--- src/rtl/cla_pipe_adder.sv ---
// Pipelined carry-lookahead adder/subtractor: one BLOCK-bit CLA group per stage, global-enable flow control.
// Define CLA_SAT_EN to saturate out_sum on signed overflow instead of wrapping.
module cla_pipe_adder #(
   parameter int unsigned WIDTH = 16,
   parameter int unsigned BLOCK = 4
) (
   input  logic             clk,
   input  logic             rst,
   input  logic             in_valid,
   output logic             in_ready,
   input  logic [WIDTH-1:0] in_a,
   input  logic [WIDTH-1:0] in_b,
   input  logic             in_cin,
   input  logic             in_sub,
   output logic             out_valid,
   input  logic             out_ready,
   output logic [WIDTH-1:0] out_sum,
   output logic             out_cout,
   output logic             out_ovf
);

   localparam int unsigned N = WIDTH / BLOCK;

   logic             advance;
   logic             fin_valid;
   logic [WIDTH-1:0] fin_sum;
   logic             fin_cout;
   logic             fin_ovf;

   assign advance  = !out_valid || out_ready;
   assign in_ready = advance;

   // Two-level carry equations: each carry is an OR of generate/propagate products, no chain.
   function automatic logic [BLOCK:0] lookahead(input logic [BLOCK-1:0] p,
                                                input logic [BLOCK-1:0] g,
                                                input logic             c0);
      logic [BLOCK:0] cy;
      logic           term;
      cy    = '0;
      cy[0] = c0;
      for (int unsigned i = 0; i < BLOCK; i++) begin
         term = c0;
         for (int unsigned j = 0; j <= i; j++) term = term & p[j];
         cy[i+1] = term;
         for (int unsigned j = 0; j <= i; j++) begin
            term = g[j];
            for (int unsigned m = j + 1; m <= i; m++) term = term & p[m];
            cy[i+1] = cy[i+1] | term;
         end
      end
      return cy;
   endfunction

   for (genvar k = 0; k < N; k++) begin : stg
      localparam int unsigned LO = k * BLOCK;
      localparam int unsigned RW = WIDTH - LO;

      logic [RW-1:0]       a_i;
      logic [RW-1:0]       b_i;
      logic                c_i;
      logic                v_i;
      logic [BLOCK-1:0]    p;
      logic [BLOCK-1:0]    g;
      logic [BLOCK:0]      cy;
      logic [BLOCK-1:0]    grp_sum;
      logic [LO+BLOCK-1:0] s_cur;

      if (k == 0) begin : src
         assign a_i   = in_a;
         assign b_i   = in_sub ? ~in_b : in_b;
         assign c_i   = in_cin ^ in_sub;
         assign v_i   = in_valid;
         assign s_cur = grp_sum;
      end else begin : src
         assign a_i   = stg[k-1].fwd.a_o;
         assign b_i   = stg[k-1].fwd.b_o;
         assign c_i   = stg[k-1].fwd.c_o;
         assign v_i   = stg[k-1].fwd.v_o;
         assign s_cur = {grp_sum, stg[k-1].fwd.s_o};
      end

      assign p       = a_i[BLOCK-1:0] ^ b_i[BLOCK-1:0];
      assign g       = a_i[BLOCK-1:0] & b_i[BLOCK-1:0];
      assign cy      = lookahead(p, g, c_i);
      assign grp_sum = p ^ cy[BLOCK-1:0];

      if (k < N - 1) begin : fwd
         // Only the not-yet-consumed operand bits travel on; finished sum bits ride along below.
         logic [RW-BLOCK-1:0] a_o;
         logic [RW-BLOCK-1:0] b_o;
         logic [LO+BLOCK-1:0] s_o;
         logic                c_o;
         logic                v_o;

         always_ff @(posedge clk) begin
            if (rst) begin
               a_o <= '0;
               b_o <= '0;
               s_o <= '0;
               c_o <= 1'b0;
               v_o <= 1'b0;
            end else if (advance) begin
               a_o <= a_i[RW-1:BLOCK];
               b_o <= b_i[RW-1:BLOCK];
               s_o <= s_cur;
               c_o <= cy[BLOCK];
               v_o <= v_i;
            end
         end
      end else begin : fin
         assign fin_valid = v_i;
         assign fin_cout  = cy[BLOCK];
         assign fin_ovf   = cy[BLOCK] ^ cy[BLOCK-1];
`ifdef CLA_SAT_EN
         logic [WIDTH-1:0] sat;
         // Overflow implies both effective operands share the sign of a's MSB.
         always_comb begin
            sat          = {WIDTH{~a_i[BLOCK-1]}};
            sat[WIDTH-1] = a_i[BLOCK-1];
            fin_sum      = fin_ovf ? sat : s_cur;
         end
`else
         assign fin_sum = s_cur;
`endif
      end
   end

   always_ff @(posedge clk) begin
      if (rst) begin
         out_valid <= 1'b0;
         out_sum   <= '0;
         out_cout  <= 1'b0;
         out_ovf   <= 1'b0;
      end else if (advance) begin
         out_valid <= fin_valid;
         out_sum   <= fin_sum;
         out_cout  <= fin_cout;
         out_ovf   <= fin_ovf;
      end
   end

endmodule

--- config.mk ---
export PLATFORM = sky130hd
export DESIGN_NAME = cla_pipe_adder
export DESIGN_NICKNAME = d
export VERILOG_FILES = /design/src/rtl/cla_pipe_adder.sv
export SDC_FILE = /design/constraint.sdc
export NUM_CORES = 1
export LEC_CHECK = 0
export ABC_AREA = 0
export CORE_ASPECT_RATIO = 0.75
export CORE_MARGIN = 10
export CORE_UTILIZATION = 50
export CTS_BUF_LIST = sky130_fd_sc_hd__clkbuf_16
export CTS_CLUSTER_DIAMETER = 50
export DETAILED_ROUTE_END_ITERATION = 6
export GPL_TIMING_DRIVEN = 0
export PLACE_DENSITY = 0.74
export SYNTH_ARGS = -nofsm -noshare
export SYNTH_HDL_FRONTEND = slang
export SYNTH_SLANG_ARGS = --single-unit
--- constraint.sdc ---
create_clock -name clk -period 3 [get_ports clk]
set_clock_uncertainty 0.15 [all_clocks]
set_input_delay 0.3 -clock clk [delete_from_list [all_inputs] [get_ports clk]]
set_output_delay 0.3 -clock clk [all_outputs]
set_load 0.05 [all_outputs]
## Word level (Yosys, flattened, before mapping)

Index checks and enable logic that the tools add are counted.

- Register bits after elaboration: 97
- Input bits: 38
- Word-level logic and storage cells: 117
- Output and inout port bits: 20

- Bitwise logic cells: 95
- Reduce and logical (&&, ||, !) cells: 2
- Mux-type cells: 1

Operators with widths:

| operator | count |
|---|---|
| 1-bit AND | 40 |
| 1-bit OR | 40 |
| 4-bit bitwise XOR | 8 |
| 4-bit AND | 4 |
| 16-bit two-way mux | 1 |
| 16-bit NOT | 1 |
| 1-bit bitwise XOR | 2 |
| 1-bit zero test | 1 |
| 1-bit logical OR | 1 |

## Longest topological paths before layout

- Depth after elaboration: 11
- Depth in mapped cells: 8
- Mapped depth without buffers: 6

## Least setup slack after synthesis

Ideal clock, no wire load.

- Kind: in2reg
- From: in in_sub
- To: reg stg[0].fwd.s_o[3]
- Data arrival time: 2,009 ps
- Buffers on the path: 2
- Setup time: 122 ps
- Slack: 719 ps
- Data required time: 2,728 ps
- Cell stages on the path: 8
- Cell sequence: buf_4 > buf_4 > xor2_1 > ha_1 > ha_1 > o211a_1 > o211a_1 > a311o_1

- Cells in the longest elaborated chain, start to end: 9
- Elaborated cells between the ends (all ways): 14
- Those cells by class: 1 x mux; 13 x bitwise

RTL lines:

| what | line | RTL |
|---|---|---|
| start: declaration | 14 | `input logic in_sub,` |
| 16-bit two-way mux | 70 | `assign b_i = in_sub ? ~in_b : in_b;` |
| 4-bit bitwise XOR | 82 | `assign p = a_i[BLOCK-1:0] ^ b_i[BLOCK-1:0];` |
| 1-bit AND (3 in series) | 43 | `for (int unsigned j = 0; j <= i; j++) term = term & p[j];` |
| 1-bit OR (3 in series) | 48 | `cy[i+1] = cy[i+1] \| term;` |
| 4-bit bitwise XOR * | 85 | `assign grp_sum = p ^ cy[BLOCK-1:0];` |
| end signal: assignment | 105 | `s_o <= s_cur;` |
| end: declaration | 91 | `logic [LO+BLOCK-1:0] s_o;` |

Mark *: on every way between the ends. The rest lies on a longest branch, timed or not.
A chain may end at the register's enable or synchronous reset.

## Final worst setup path

- From: in out_ready
- To: out in_ready

- Cells in the longest elaborated chain, start to end: 1

RTL lines:

| what | line | RTL |
|---|---|---|
| start: declaration | 16 | `input logic out_ready,` |
| 1-bit logical OR | 30 | `assign advance = !out_valid \|\| out_ready;` |
| end: declaration | 10 | `output logic in_ready,` |

No other way between the ends.

==> out/metrics.yaml <==
cp_cell_sequence: "clkdlybuf4s50_1 > nor2b_2 > buf_6 > inv_4 > buf_6 > buf_2 > clkdlybuf4s50_1"
finalMaxSlewViolations: 0
fin_cells: 671
synth_top_area_share_pct: 45.9
grt_usage_pct: 17.4
status: "finished, final reports clean"
synth_edf_count: 0
grt_pass1_wl_um: 18000
firstDrtPassIters: 5
crit_start: "out_ready"
power.density_nw_per_um2: 549
finalCriticalPeriod_ns: 2.80
hold_path.class: "primary input to flip-flop"
insertedDiodeCount: 0
synthTopCellsByArea: "dfxtp_1, nand2_1, a21oi_1"
syn_area_um2: 4230
clk_pin_slew_ns: 0.07
yosysWarnings: 0
endpoint_kind: "primary output"
hold_path_startpoint: "in_sub"
port_buffers: 56
die_h_um: 99.6
yosys_most_used_dff: "dfxtp_1"
wl_per_cell_um: 16.6
cts_hold_buffers: 0
fin_nets: 623
detail_route.iter0.violations: 282
viasPerCell: 5.48
ys_seq_area_share_pct: 45.9
hold_violations: 0
finalSetupTns_ns: 0
required_ns: 2.55
synth_cell_types: 30
cts_num_sinks: 97
place_area_um2: 4920
clockBufferDepth: 2
crit_type: "primary input to primary output"
postSynthAreaPerCell_um2: 8.56
critPathSlowestCell: "clkdlybuf4s50_1"
startpoint_type: "primary input"
final.fill_count: 710
finalWirelength_um: 11100
core_area_um2: 8060
cts_buffers: 9
clk_latency_ns: 0.34
cts-root-buf: "clkbuf_16"
antenna_found_initial: 0
fmax_mhz: 357
crit_buf_inv: 6
via_count: 3679
htreeDepth: 3
power_mw: 2.85
place_inst: 655
slew-limit-headroom_pct: 60.6
ys_ff_latch: 97
grt_pass1_vias: 3687
design_area_um2: 5190
path_max_fanout: 10
r2r_start: "stg[1].fwd.b_o[0]$_SDFFE_PP0P_"
gr-total-overflow: 0
io_pins: 58
critPathArrivalTime_ns: 2.35
synth_async_sr_flop_share_pct: 0
setup_viol: 0
cts_setup_buffers: 0
drc_errors: 0
p_leak_nw: 2.14
dieWidth_um: 126
peakVddDrop_mv: 0.260
rows: 28
cap_violations: 0
hpwl_um: 8460
synth_area_leader_cell: "dfxtp_1"
dieArea_um2: 12600
gp_congestion: 0.968
worst_slew_pin_slew_ns: 0.576
critical-path-top-delay-family: "buffers and inverters"
post-route-period-util_pct: 93.4
cts_tree: "built"
layout-drive-gt1-share_pct: 7.77
initial_core_util_pct: 52.5
syn_nets: 556
ant_nets: 0
rsz0062_at_grt: "false"
grt_max_degree: 17
synthCells: 494
cts_resized: 0
slowest_delay_ns: 0.85
area_growth_pct: 22.8
[placed cells by master, fill, tap and decap left out]
cell type        Yosys  layout
nand2_1            134     134
dfxtp_1             97      97
a21oi_1             68      68
clkdlybuf4s50_1      0      56
nor2_1              30      30
ha_1                20      20
buf_2               19      19
a211oi_1            19      19
xnor2_1             16      16
inv_1               11      11
o21ai_0              9       9
clkbuf_16            0       9
a311o_1              8       8
o211a_1              7       7
buf_6                5       5
xor2_1               5       5
clkbuf_1             5       5
a2111oi_0            5       5
buf_4                4       4
nor2b_1              4       4
and4_1               4       4
a21o_1               4       4
nand2b_1             4       4
nor4_1               4       4
fa_1                 4       4
buf_1                2       2
clkinv_1             0       2
clkinvlp_4           0       2
nor2b_2              1       1
inv_4                1       1
o211ai_1             1       1
nand3_1              1       1
a311oi_1             1       1
a221oi_1             1       1
clkinv_4             0       1
clkinv_2             0       1
inv_6                0       1
[synthesized netlist by cell type, types with 7 or more instances]
cell type	number
a311o_1	8
nand2_1	134
buf_2	19
a21oi_1	68
inv_1	11
ha_1	20
xnor2_1	16
a211oi_1	19
nor2_1	30
dfxtp_1	97
o21ai_0	9
o211a_1	7
[worst min-delay path, delay by kind of cell]
| kind | cells | cell delay [ns] |
|---|---|---|
| XOR/XNOR | 1 | 0.12 |
| AO/OA/AOI/OAI | 1 | 0.06 |
| buffers and inverters | 1 | 0.15 |
[kinds of logic after synthesis]
group,after synthesis,synth area share [%]
AO/OA/AOI/OAI,123,18.4
XOR/XNOR,21,4.35
adder cells (fa/ha/maj),24,7.81
buffers and inverters,47,6.04
flip-flops,97,45.9
AND/OR/NAND/NOR,182,17.5
[state kept, by name, indices dropped and copies added, names as in the netlist]
register,flops
fin_valid,1
out_cout,1
out_ovf,1
out_sum,16
out_valid,1
stg.fwd.a_o,24
stg.fwd.b_o,24
stg.fwd.c_o,3
stg.fwd.s_o,24
stg.fwd.v_o,2
[where the power goes]
group	leakage, nW	switching, mW	internal, mW
clock	0.127	0.492	0.559
sequential	0.797	0.0531	1.37
combinational	1.22	0.199	0.172
total	2.14	0.744	2.10
[per-layer routing]
metal | share of wire, % | up-vias | wire length (µm) | GRT usage, %
met5 | 0 | - | 0 | 0
met4 | 2.0 | 0 | 224 | 6.11
met3 | 7.0 | 20 | 779 | 4.46
met2 | 46 | 136 | 5070 | 28.4
met1 | 45 | 1726 | 5060 | 21.8
li1 | - | 1797 | - | -
[stage by stage]
stage | hold WS [ns] | util [%] | setup slack (ns)
2_1_floorplan | 0.282 | - | 0.719
3_3_place_gp | 0.289 | 61.1 | 0.229
3_5_place_dp | 0.295 | 61.1 | 0.215
4_1_cts | 0.193 | 64.4 | 0.205
5_1_grt | 0.203 | 64.4 | 0.159
6_report | 0.191 | 64.4 | 0.197
[worst paths after layout]
path                                                         to  slack, ns  cells past startpoint
worst min-delay path             stg[0].fwd.b_o[7]$_SDFFE_PP0P_       0.19                      3
worst max-delay path                                   in_ready       0.20                      7
worst min register to register          out_sum[2]$_SDFFE_PP0P_       0.30                      2
worst max register to register  stg[2].fwd.s_o[11]$_SDFFE_PP0P_       1.04                      5
[final cells by class]
class	count	area (µm²)	area share, %
well taps	105	131	2.53
flip-flops and latches	97	1940	37.4
inverters	12	47.5	0.916
clock inverters	7	45.0	0.868
repair buffers	56	561	10.8
multi-input cells	350	2030	39.1
clock buffers	9	225	4.34
plain buffers	35	208	4.00
Note: power is estimated with default switching activity, not from simulation.
